--- src/rtl/pipe_stage_skid.sv ---
// Inter-stage pipeline register with valid/ready handshake and a one-entry skid buffer.
// Flush bubbles the stage and presents the exception handler PC; stall_cnt counts back-pressured cycles.
module pipe_stage_skid #(
    parameter int              DATA_W     = 96,
    parameter int              PC_W       = 32,
    parameter int              EXC_W      = 5,
    parameter logic [PC_W-1:0] HANDLER_PC = PC_W'(32'h0000_4180),
    parameter int              CNT_W      = 16
) (
    input  logic              clk,
    input  logic              reset,
    input  logic              flush,

    input  logic              in_valid,
    output logic              in_ready,
    input  logic [PC_W-1:0]   in_pc,
    input  logic [DATA_W-1:0] in_data,
    input  logic [EXC_W-1:0]  in_excode,
    input  logic              in_bd,

    output logic              out_valid,
    input  logic              out_ready,
    output logic [PC_W-1:0]   out_pc,
    output logic [DATA_W-1:0] out_data,
    output logic [EXC_W-1:0]  out_excode,
    output logic              out_bd,

    output logic [CNT_W-1:0]  stall_cnt
);

    typedef struct packed {
        logic [PC_W-1:0]   pc;
        logic [DATA_W-1:0] data;
        logic [EXC_W-1:0]  excode;
        logic              bd;
    } beat_t;

    // Bit 0 is "main valid", bit 1 is "skid valid", so both handshake outputs are plain flop bits.
    typedef enum logic [1:0] {
        EMPTY = 2'b00,
        ONE   = 2'b01,
        FULL  = 2'b11
    } state_t;

    state_t state;
    state_t state_next;

    beat_t  main_q;
    beat_t  skid_q;
    beat_t  in_beat;

    logic   in_fire;
    logic   out_fire;
    logic   load_main_in;
    logic   load_main_skid;
    logic   load_skid;

    assign in_beat   = '{pc: in_pc, data: in_data, excode: in_excode, bd: in_bd};

    assign in_ready  = ~state[1];
    assign out_valid = state[0];

    assign in_fire   = in_valid & in_ready;
    assign out_fire  = out_valid & out_ready;

    // NOTE: every output of this block gets a default first so no path leaves one unassigned (no latch).
    always_comb begin
        state_next     = state;
        load_main_in   = 1'b0;
        load_main_skid = 1'b0;
        load_skid      = 1'b0;

        case (state)
            EMPTY: begin
                if (in_fire) begin
                    state_next   = ONE;
                    load_main_in = 1'b1;
                end
            end
            ONE: begin
                case ({in_fire, out_fire})
                    2'b11: load_main_in = 1'b1;
                    2'b10: begin
                        state_next = FULL;
                        load_skid  = 1'b1;
                    end
                    2'b01: state_next = EMPTY;
                    default: state_next = ONE;
                endcase
            end
            FULL: begin
                if (out_fire) begin
                    state_next     = ONE;
                    load_main_skid = 1'b1;
                end
            end
            default: state_next = EMPTY;
        endcase
    end

    // NOTE: sequential state uses non-blocking assignments so every flop samples pre-edge values.
    // NOTE: the skid payload is cleared on reset/flush too, keeping it deterministic when it is promoted.
    always_ff @(posedge clk) begin
        if (reset) begin
            state  <= EMPTY;
            main_q <= '0;
            skid_q <= '0;
        end else if (flush) begin
            state  <= EMPTY;
            main_q <= '{pc: HANDLER_PC, default: '0};
            skid_q <= '0;
        end else begin
            state <= state_next;
            if (load_main_in) begin
                main_q <= in_beat;
            end else if (load_main_skid) begin
                main_q <= skid_q;
            end
            if (load_skid) begin
                skid_q <= in_beat;
            end
        end
    end

    // Flush does not clear the counter: a stall in the flush cycle still counts.
    always_ff @(posedge clk) begin
        if (reset) begin
            stall_cnt <= '0;
        end else if (out_valid && !out_ready && (stall_cnt != '1)) begin
            stall_cnt <= stall_cnt + CNT_W'(1);
        end
    end

    assign out_pc     = main_q.pc;
    assign out_data   = main_q.data;
    assign out_excode = main_q.excode;
    assign out_bd     = main_q.bd;

endmodule

--- config.mk ---
export PLATFORM = sky130hd
export DESIGN_NAME = pipe_stage_skid
export DESIGN_NICKNAME = d
export VERILOG_FILES = /design/src/rtl/pipe_stage_skid.sv
export SDC_FILE = /design/constraint.sdc
export NUM_CORES = 1
export LEC_CHECK = 0
export CAP_MARGIN = 40
export CELL_PAD_IN_SITES_DETAIL_PLACEMENT = 1
export CELL_PAD_IN_SITES_GLOBAL_PLACEMENT = 1
export CORE_MARGIN = 10
export CORE_UTILIZATION = 33
export CTS_CLUSTER_DIAMETER = 150
export DETAILED_ROUTE_END_ITERATION = 12
export MAX_ROUTING_LAYER = met4
export PLACE_DENSITY_LB_ADDON = 0.1
export SYNTH_ARGS = -nofsm -noshare
export SYNTH_HDL_FRONTEND = slang
export SYNTH_SLANG_ARGS = --single-unit
--- constraint.sdc ---
create_clock -name clk -period 1.9 [get_ports clk]
set_input_delay 0.38 -clock clk [delete_from_list [all_inputs] [get_ports clk]]
set_output_delay 0.38 -clock clk [all_outputs]
set_load 0.01 [all_outputs]
# [Word level (Yosys, flattened, before mapping)]
# Index checks and enable logic that the tools add are counted.
[word_totals] in_bits=139 reg_bits=286
[op_classes] n_reduce_logical=8 n_mux=14 add_sub_neg=1 bitwise_logic=3 n_eq_ne=9
[ops] operator="134-bit 2-to-1 mux" n=2
[ops] operator="117-bit 2-to-1 mux" n=1
[ops] operator="16-bit by 1-bit adder with 16-bit output, second input constant" n=1
[ops] operator="16-bit inequality test, second input constant" n=1
[ops] operator="2-bit case mux with 3 select lines" n=2
[ops] operator="2-bit == test, second input constant" n=3
[ops] operator="1-bit 2-to-1 mux" n=6
[ops] operator="2-bit inequality test, second input constant" n=3
[ops] operator="2-bit by 1-bit == test with 1-bit output, second input constant" n=2
[ops] operator="2-bit 2-to-1 mux" n=2
[ops] operator="3-bit AND reduction" n=1
[ops] operator="3-bit nonzero test" n=1
[ops] operator="1-bit bitwise AND" n=2
[ops] operator="1-bit logical AND" n=2
[ops] operator="2-bit logical NOT" n=1
[ops] operator="1-bit case mux with 2 select lines" n=1
[ops] operator="2-bit nonzero test" n=1
[ops] operator="2-bit OR reduction" n=1
[ops] operator="1-bit logical NOT" n=1
[ops] operator="1-bit inverter" n=1

# [Depth between registers and ports, before layout]
# Gate-level depths: netlist (run 1).
[logic_depth] word_depth=7 mapped_depth=8 ltp_nobuf=6

# [Worst setup path before layout (run 1)]
# No wires, ideal clock.
[synth_path] kind="flip-flop to flip-flop" start="register state[1]" end="register main_q (netlist bit out_data[71])" setup_time_ps=137 path_stages_with_launch=8 setup_slack_ps=-59 arrival_ps=1821 period_less_slack_ps=1959 cell_sequence="dfxtp_1 inv_1 ha_1 and3_1 o21ai_1 clkbuf_1 buf_1 a211oi_1"
[synth_via] elab_chain_len=6 word_cells_on_any_way=12
[synth_rtl] element="start, declared" line_no="45" rtl="state_t state;"
[synth_rtl] element="start signal, assigned" line_no="113" rtl="state <= state_next;"
[synth_rtl] element="1-bit inverter *" line_no="60" rtl="assign in_ready = ~state[1];"
[synth_rtl] element="net in_ready" line_no="15" rtl="output logic in_ready,"
[synth_rtl] element="1-bit bitwise AND *" line_no="63" rtl="assign in_fire = in_valid & in_ready;"
[synth_rtl] element="2-bit == test" line_no="81" rtl="case ({in_fire, out_fire})"
[synth_rtl] element="1-bit 2-to-1 mux" line_no="81"
[synth_rtl] element="1-bit case mux with 2 select lines *" line_no="73" rtl="case (state)"
[synth_rtl] element="134-bit 2-to-1 mux / 2-bit nonzero test (equally long branches)"
[synth_rtl] element="end signal, assigned" line_no="115" rtl="main_q <= in_beat;"
[synth_rtl] element="end signal, assigned" line_no="117" rtl="main_q <= skid_q;"
[synth_rtl] element="end, declared" line_no="48" rtl="beat_t main_q;"
# The timed path passes the listed nets; every way through them passes the cells marked *.
# A chain may end at the register's enable or synchronous reset.

# [Worst setup path after layout (run 1)]
[layout_path] start="register stall_cnt[11]" end="output stall_cnt[11]"
[layout_lines] element="start, declared" line_no="28" rtl="output logic [CNT_W-1:0] stall_cnt"
[layout_lines] element="start signal, assigned" line_no="130" rtl="stall_cnt <= stall_cnt + CNT_W'(1);"
# No word-level cell between the ends.

==> impl_table.tex, run 1 <==
\begin{tabular}{lr}
\hline
Metric & Value \\
\hline
\multicolumn{2}{l}{\textbf{Critical path}} \\
\quad Critical path class & reg2out \\
\quad CP bufs+invs & 1 \\
\quad Crit path launch type & register \\
\quad Required time of the critical path & about 1.5 ns \\
\quad Data arrival time of the critical path & around 1.5 ns \\
\quad Critical Path Slowest Stage Cell & sky130\_fd\_sc\_hd\_\_clkdlybuf4s50\_1 \\
\quad Category of the worst setup path capture point & output pin \\
\quad Worst path max stage delay & around 0.57 ns \\
\quad Category of cells accounting for the largest share of critical-path delay & buffers and inverters \\
\quad Cell-by-cell listing of the critical path & clkdlybuf4s50\_1 \\
\quad Largest fanout on the critical path & 4 \\
\multicolumn{2}{l}{\textbf{Pwr}} \\
\quad Highest ir drop seen on vdd & $\sim$0.48 mV \\
\quad Static Leak & 6.88 nW \\
\quad Ratio of total power to cell area & 877 nW/um2 \\
\multicolumn{2}{l}{\textbf{Floorplan}} \\
\quad Area enclosed by the die boundary & 42300 um2 \\
\quad Starting density of the core & between 30 and 40\% \\
\quad X dimension of the die & 206 um \\
\quad Std-Cell Rows & between 60 and 70 \\
\quad Core area & 33800 um2 \\
\quad Die height & about 210 um \\
\quad I/O pin cnt & between 200 and 300 \\
\multicolumn{2}{l}{\textbf{Synthesis}} \\
\quad Synth cell types & 40 \\
\quad Post-synthesis mux area share & 12.3\% \\
\quad Number of synthesis warnings & 0 \\
\quad Number of synthesized flops with an enable pin & 0 \\
\quad Adder and majority cell fraction of the synthesized area & 0.551\% \\
\quad Fraction of the mapped netlist area in compound gates & 16.5\% \\
\quad Number of synthesized register bits & roughly 290 \\
\quad Sequential share of the synthesized area & about half \\
\quad Dominant combinational cell family by area after synthesis & compound AO/OA/AOI/OAI gates \\
\quad Xor and xnor fraction of the mapped netlist area & 0\% \\
\quad Summed instance area of the synthesized netlist & 11400 um2 \\
\quad Most frequently used flop master after synthesis & sky130\_fd\_sc\_hd\_\_dfxtp\_1 \\
\quad Net Count, Synth & about 1400 \\
\quad Cell count after synthesis & 1295 \\
\quad Average footprint of a synthesized cell & roughly 8.8 um2 \\
\quad Post-synthesis share of cell area spent on and, or, nand and nor gates & 16.2\% \\
\quad Ys async rst share & 0\% \\
\multicolumn{2}{l}{\textbf{STA}} \\
\quad Clock period minus worst slack & about 1.9 ns \\
\quad Final clock period utilization by the worst path & around 98\% \\
\quad Slew at the pin closest to its max-slew limit & 0.519 ns \\
\quad Final max-slew violation count & 0 \\
\quad Maximum clock frequency & about 0.54 GHz \\
\quad Setup TNS & 0 ns \\
\quad Final hold viol count & 0 \\
\quad Layout Skew & roughly 0.009 ns \\
\quad Final setup vio count & 0 \\
\quad Unrepaired setup endpoints after global routing & yes \\
\quad Headroom to the max-slew limit & 65.1\% \\
\multicolumn{2}{l}{\textbf{Finish}} \\
\quad Proportion of layout cells with a drive suffix above 1 & a little over 10\% \\
\quad Final Net Count & 1744 \\
\quad Final instance count without filler cells & 2076 \\
\quad Final Cell Area & 16800 um2 \\
\quad Area growth from synthesis to layout & 48.0\% \\
\multicolumn{2}{l}{\textbf{Placed design}} \\
\quad Number of placed cells counting well taps & approximately 2000 \\
\quad Instance area at placement & $\sim$16000 um2 \\
\quad Estimated wirelength of the detail-placed design & 27.7 mm \\
\quad Placer Congestion & 0.826 \\
\quad Count of port buffers added during placement & just under 300 \\
\multicolumn{2}{l}{\textbf{GRT}} \\
\quad First-pass GRT wire length & 61.1 mm \\
\quad Total global routing track utilization & $\sim$18\% \\
\quad Antenna violations before repair & 3 \\
\quad Final global-route overflow total & 0 \\
\quad Maximum number of pins on one net before global-route repair & 63 \\
\quad Via count of the first global-routing pass & roughly 11000 \\
\multicolumn{2}{l}{\textbf{Routing}} \\
\quad Number of remaining DRC errors & 0 \\
\quad Number of vias in the routed layout & 10300 \\
\quad Initial DRC count & approximately 270 \\
\quad Per-cell routed wire length & 18.9 um \\
\quad Post-route ant nets & 0 \\
\quad Drt total wl & 39.2 mm \\
\quad Post-detailed-route via-to-cell ratio & slightly below 5 \\
\quad Initial DRT Pass Iterations & 4 \\
\multicolumn{2}{l}{\textbf{CTS}} \\
\quad Number of levels the H-tree was split into & 2 \\
\quad Clock insertion delay at the later pin of the skew report & around 0.5 ns \\
\quad Clock transition time at the flip-flop clock pins of the worst setup and hold paths & 0.06 ns \\
\quad Number of clock sinks & roughly 290 \\
\quad Count of hold-fix buffers inserted at cts & 0 \\
\quad Clock tree from TritonCTS & built \\
\quad Clk buf depth & 3 \\
\quad Root cell of the clock tree & sky130\_fd\_sc\_hd\_\_clkbuf\_16 \\
\quad CTS buffer count & 35 \\
\multicolumn{2}{l}{\textbf{Min path}} \\
\quad Kind of path behind the tightest hold check & reg2reg \\
\multicolumn{2}{l}{\textbf{Run status}} \\
\quad Result of the run & finished, final reports clean \\
\multicolumn{2}{l}{\textbf{Job}} \\
\quad Max Cap Viol & 0 \\
\hline
\end{tabular}
cells in the mapped netlist (all sizes together) (5+ instances only):
library cell,count,share of area (%)
nand2,277,9.2
buf,38,1.7
nand3,6,0.31
mux2i,136,12
ha,5,0.55
or3,5,0.28
inv,5,0.17
a211oi,131,8.7
o21ai,11,0.48
a21oi,144,6.3
nand4,7,0.44
nor3,5,0.22
clkbuf,67,2.2
nor2,137,4.5
dfxtp,286,50
cells by family after synthesis:
family / after synthesis
simple gates: 455
buf+inv: 111
flops: 286
compound gates: 299
fa+ha+maj: 5
mux: 139
cells in the final DEF (no fill, tap or decap), types with 2 or more instances in the layout:
| cell | n |
|---|---|
| sky130_fd_sc_hd__and2_1 | 2 |
| sky130_fd_sc_hd__dlygate4sd2_1 | 11 |
| sky130_fd_sc_hd__nand3_4 | 2 |
| sky130_fd_sc_hd__clkbuf_1 | 6 |
| sky130_fd_sc_hd__bufinv_16 | 3 |
| sky130_fd_sc_hd__o21ai_0 | 10 |
| sky130_fd_sc_hd__a211oi_2 | 7 |
| sky130_fd_sc_hd__dfxtp_1 | 282 |
| sky130_fd_sc_hd__buf_6 | 2 |
| sky130_fd_sc_hd__buf_4 | 43 |
| sky130_fd_sc_hd__diode_2 | 4 |
| sky130_fd_sc_hd__a21oi_1 | 144 |
| sky130_fd_sc_hd__nand4_1 | 6 |
| sky130_fd_sc_hd__mux2_2 | 3 |
| sky130_fd_sc_hd__o31ai_1 | 2 |
| sky130_fd_sc_hd__nor2_1 | 137 |
| sky130_fd_sc_hd__clkbuf_16 | 38 |
| sky130_fd_sc_hd__nand2b_1 | 2 |
| sky130_fd_sc_hd__inv_1 | 5 |
| sky130_fd_sc_hd__nor2b_1 | 4 |
| sky130_fd_sc_hd__clkinv_2 | 7 |
| sky130_fd_sc_hd__buf_12 | 34 |
| sky130_fd_sc_hd__ha_1 | 5 |
| sky130_fd_sc_hd__dlymetal6s2s_1 | 4 |
| sky130_fd_sc_hd__clkdlybuf4s50_1 | 275 |
| sky130_fd_sc_hd__a311oi_1 | 4 |
| sky130_fd_sc_hd__or4_1 | 3 |
| sky130_fd_sc_hd__or3_1 | 4 |
| sky130_fd_sc_hd__mux2i_1 | 136 |
| sky130_fd_sc_hd__a211oi_1 | 124 |
| sky130_fd_sc_hd__nand2_1 | 276 |
| sky130_fd_sc_hd__nor3_1 | 5 |
| sky130_fd_sc_hd__dfxtp_2 | 3 |
| sky130_fd_sc_hd__buf_16 | 4 |
| sky130_fd_sc_hd__clkbuf_8 | 7 |
| sky130_fd_sc_hd__o41ai_1 | 2 |
| sky130_fd_sc_hd__nand3_1 | 3 |
flip-flops by register name, indices dropped and copies added, names as in the netlist:
register and count:
out_bd 1, out_data 96, out_excode 5, out_pc 32, skid_q 134, stall_cnt 16, state 2
power breakdown:
part | switching, mW | internal [mW] | total [mW]
sequential | 0.114 | 6.18 | 6.29
clock | 2.57 | 4.22 | 6.79
combinational | 0.800 | 0.869 | 1.67
final timing paths:
kind / start / to / slack (ns) / cells past startpoint
setup / recovery: stall_cnt[11]$_SDFFE_PP0P_ / stall_cnt[11] / 0.04 / 1
hold / removal: skid_q[15]$_SDFFE_PP0P_ / skid_q[15]$_SDFFE_PP0P_ / 0.45 / 2
hold reg to reg: skid_q[15]$_SDFFE_PP0P_ / skid_q[15]$_SDFFE_PP0P_ / 0.45 / 2
setup reg to reg: state[1]$_SDFFE_PP0P_ / out_data[57]$_SDFFE_PP0P_ / 0.06 / 9
through the flow:
stage	setup slack (ns)	utilization, %	power (mW)	hold slack, ns
after floorplan	-0.0355	-	7.03	0.436
after global placement	-0.247	45.9	8.03	0.441
after detailed placement	-0.246	45.9	8.06	0.446
after CTS	0.00399	49.4	14.9	0.440
after global routing	-0.0516	49.8	15.4	0.457
final	0.0432	49.8	14.8	0.451
timing repair:
item                       4_1_cts  5_1_grt
resized for setup               16       18
pin swaps                        0        2
buffers inserted                 0        1
cloned                           0        1
setup endpoints to repair       15       21
metal layers:
layer  global-route usage [%]  wire length (um)  vias up  part of all wire (%)
met5                        -                 0        -                     0
met4                     5.28               881        0                   2.2
met3                     4.48              2190       57                   5.6
met2                     30.5             19200      209                    49
met1                     21.6             16900     4933                    43
li1                         -                 -     5105                     -
area by class of cell:
type                    instances  area (um2)
well taps                     448         561
fillers                      3824       17000
inverters                       5        18.8
flip-flops and latches        286        5730
repair buffers                374        4060
clock inverters                11         134
clock buffers                  50        1040
diodes                          4        10.0
multi-input cells             898        5260
Note: power is estimated with default switching activity, not from simulation.
==> run 2: changes to the inputs <==
- CAP_MARGIN: 40 -> 25
==> results of run 2 <==
Final layout, timing and power as in run 1 (identical DEF).
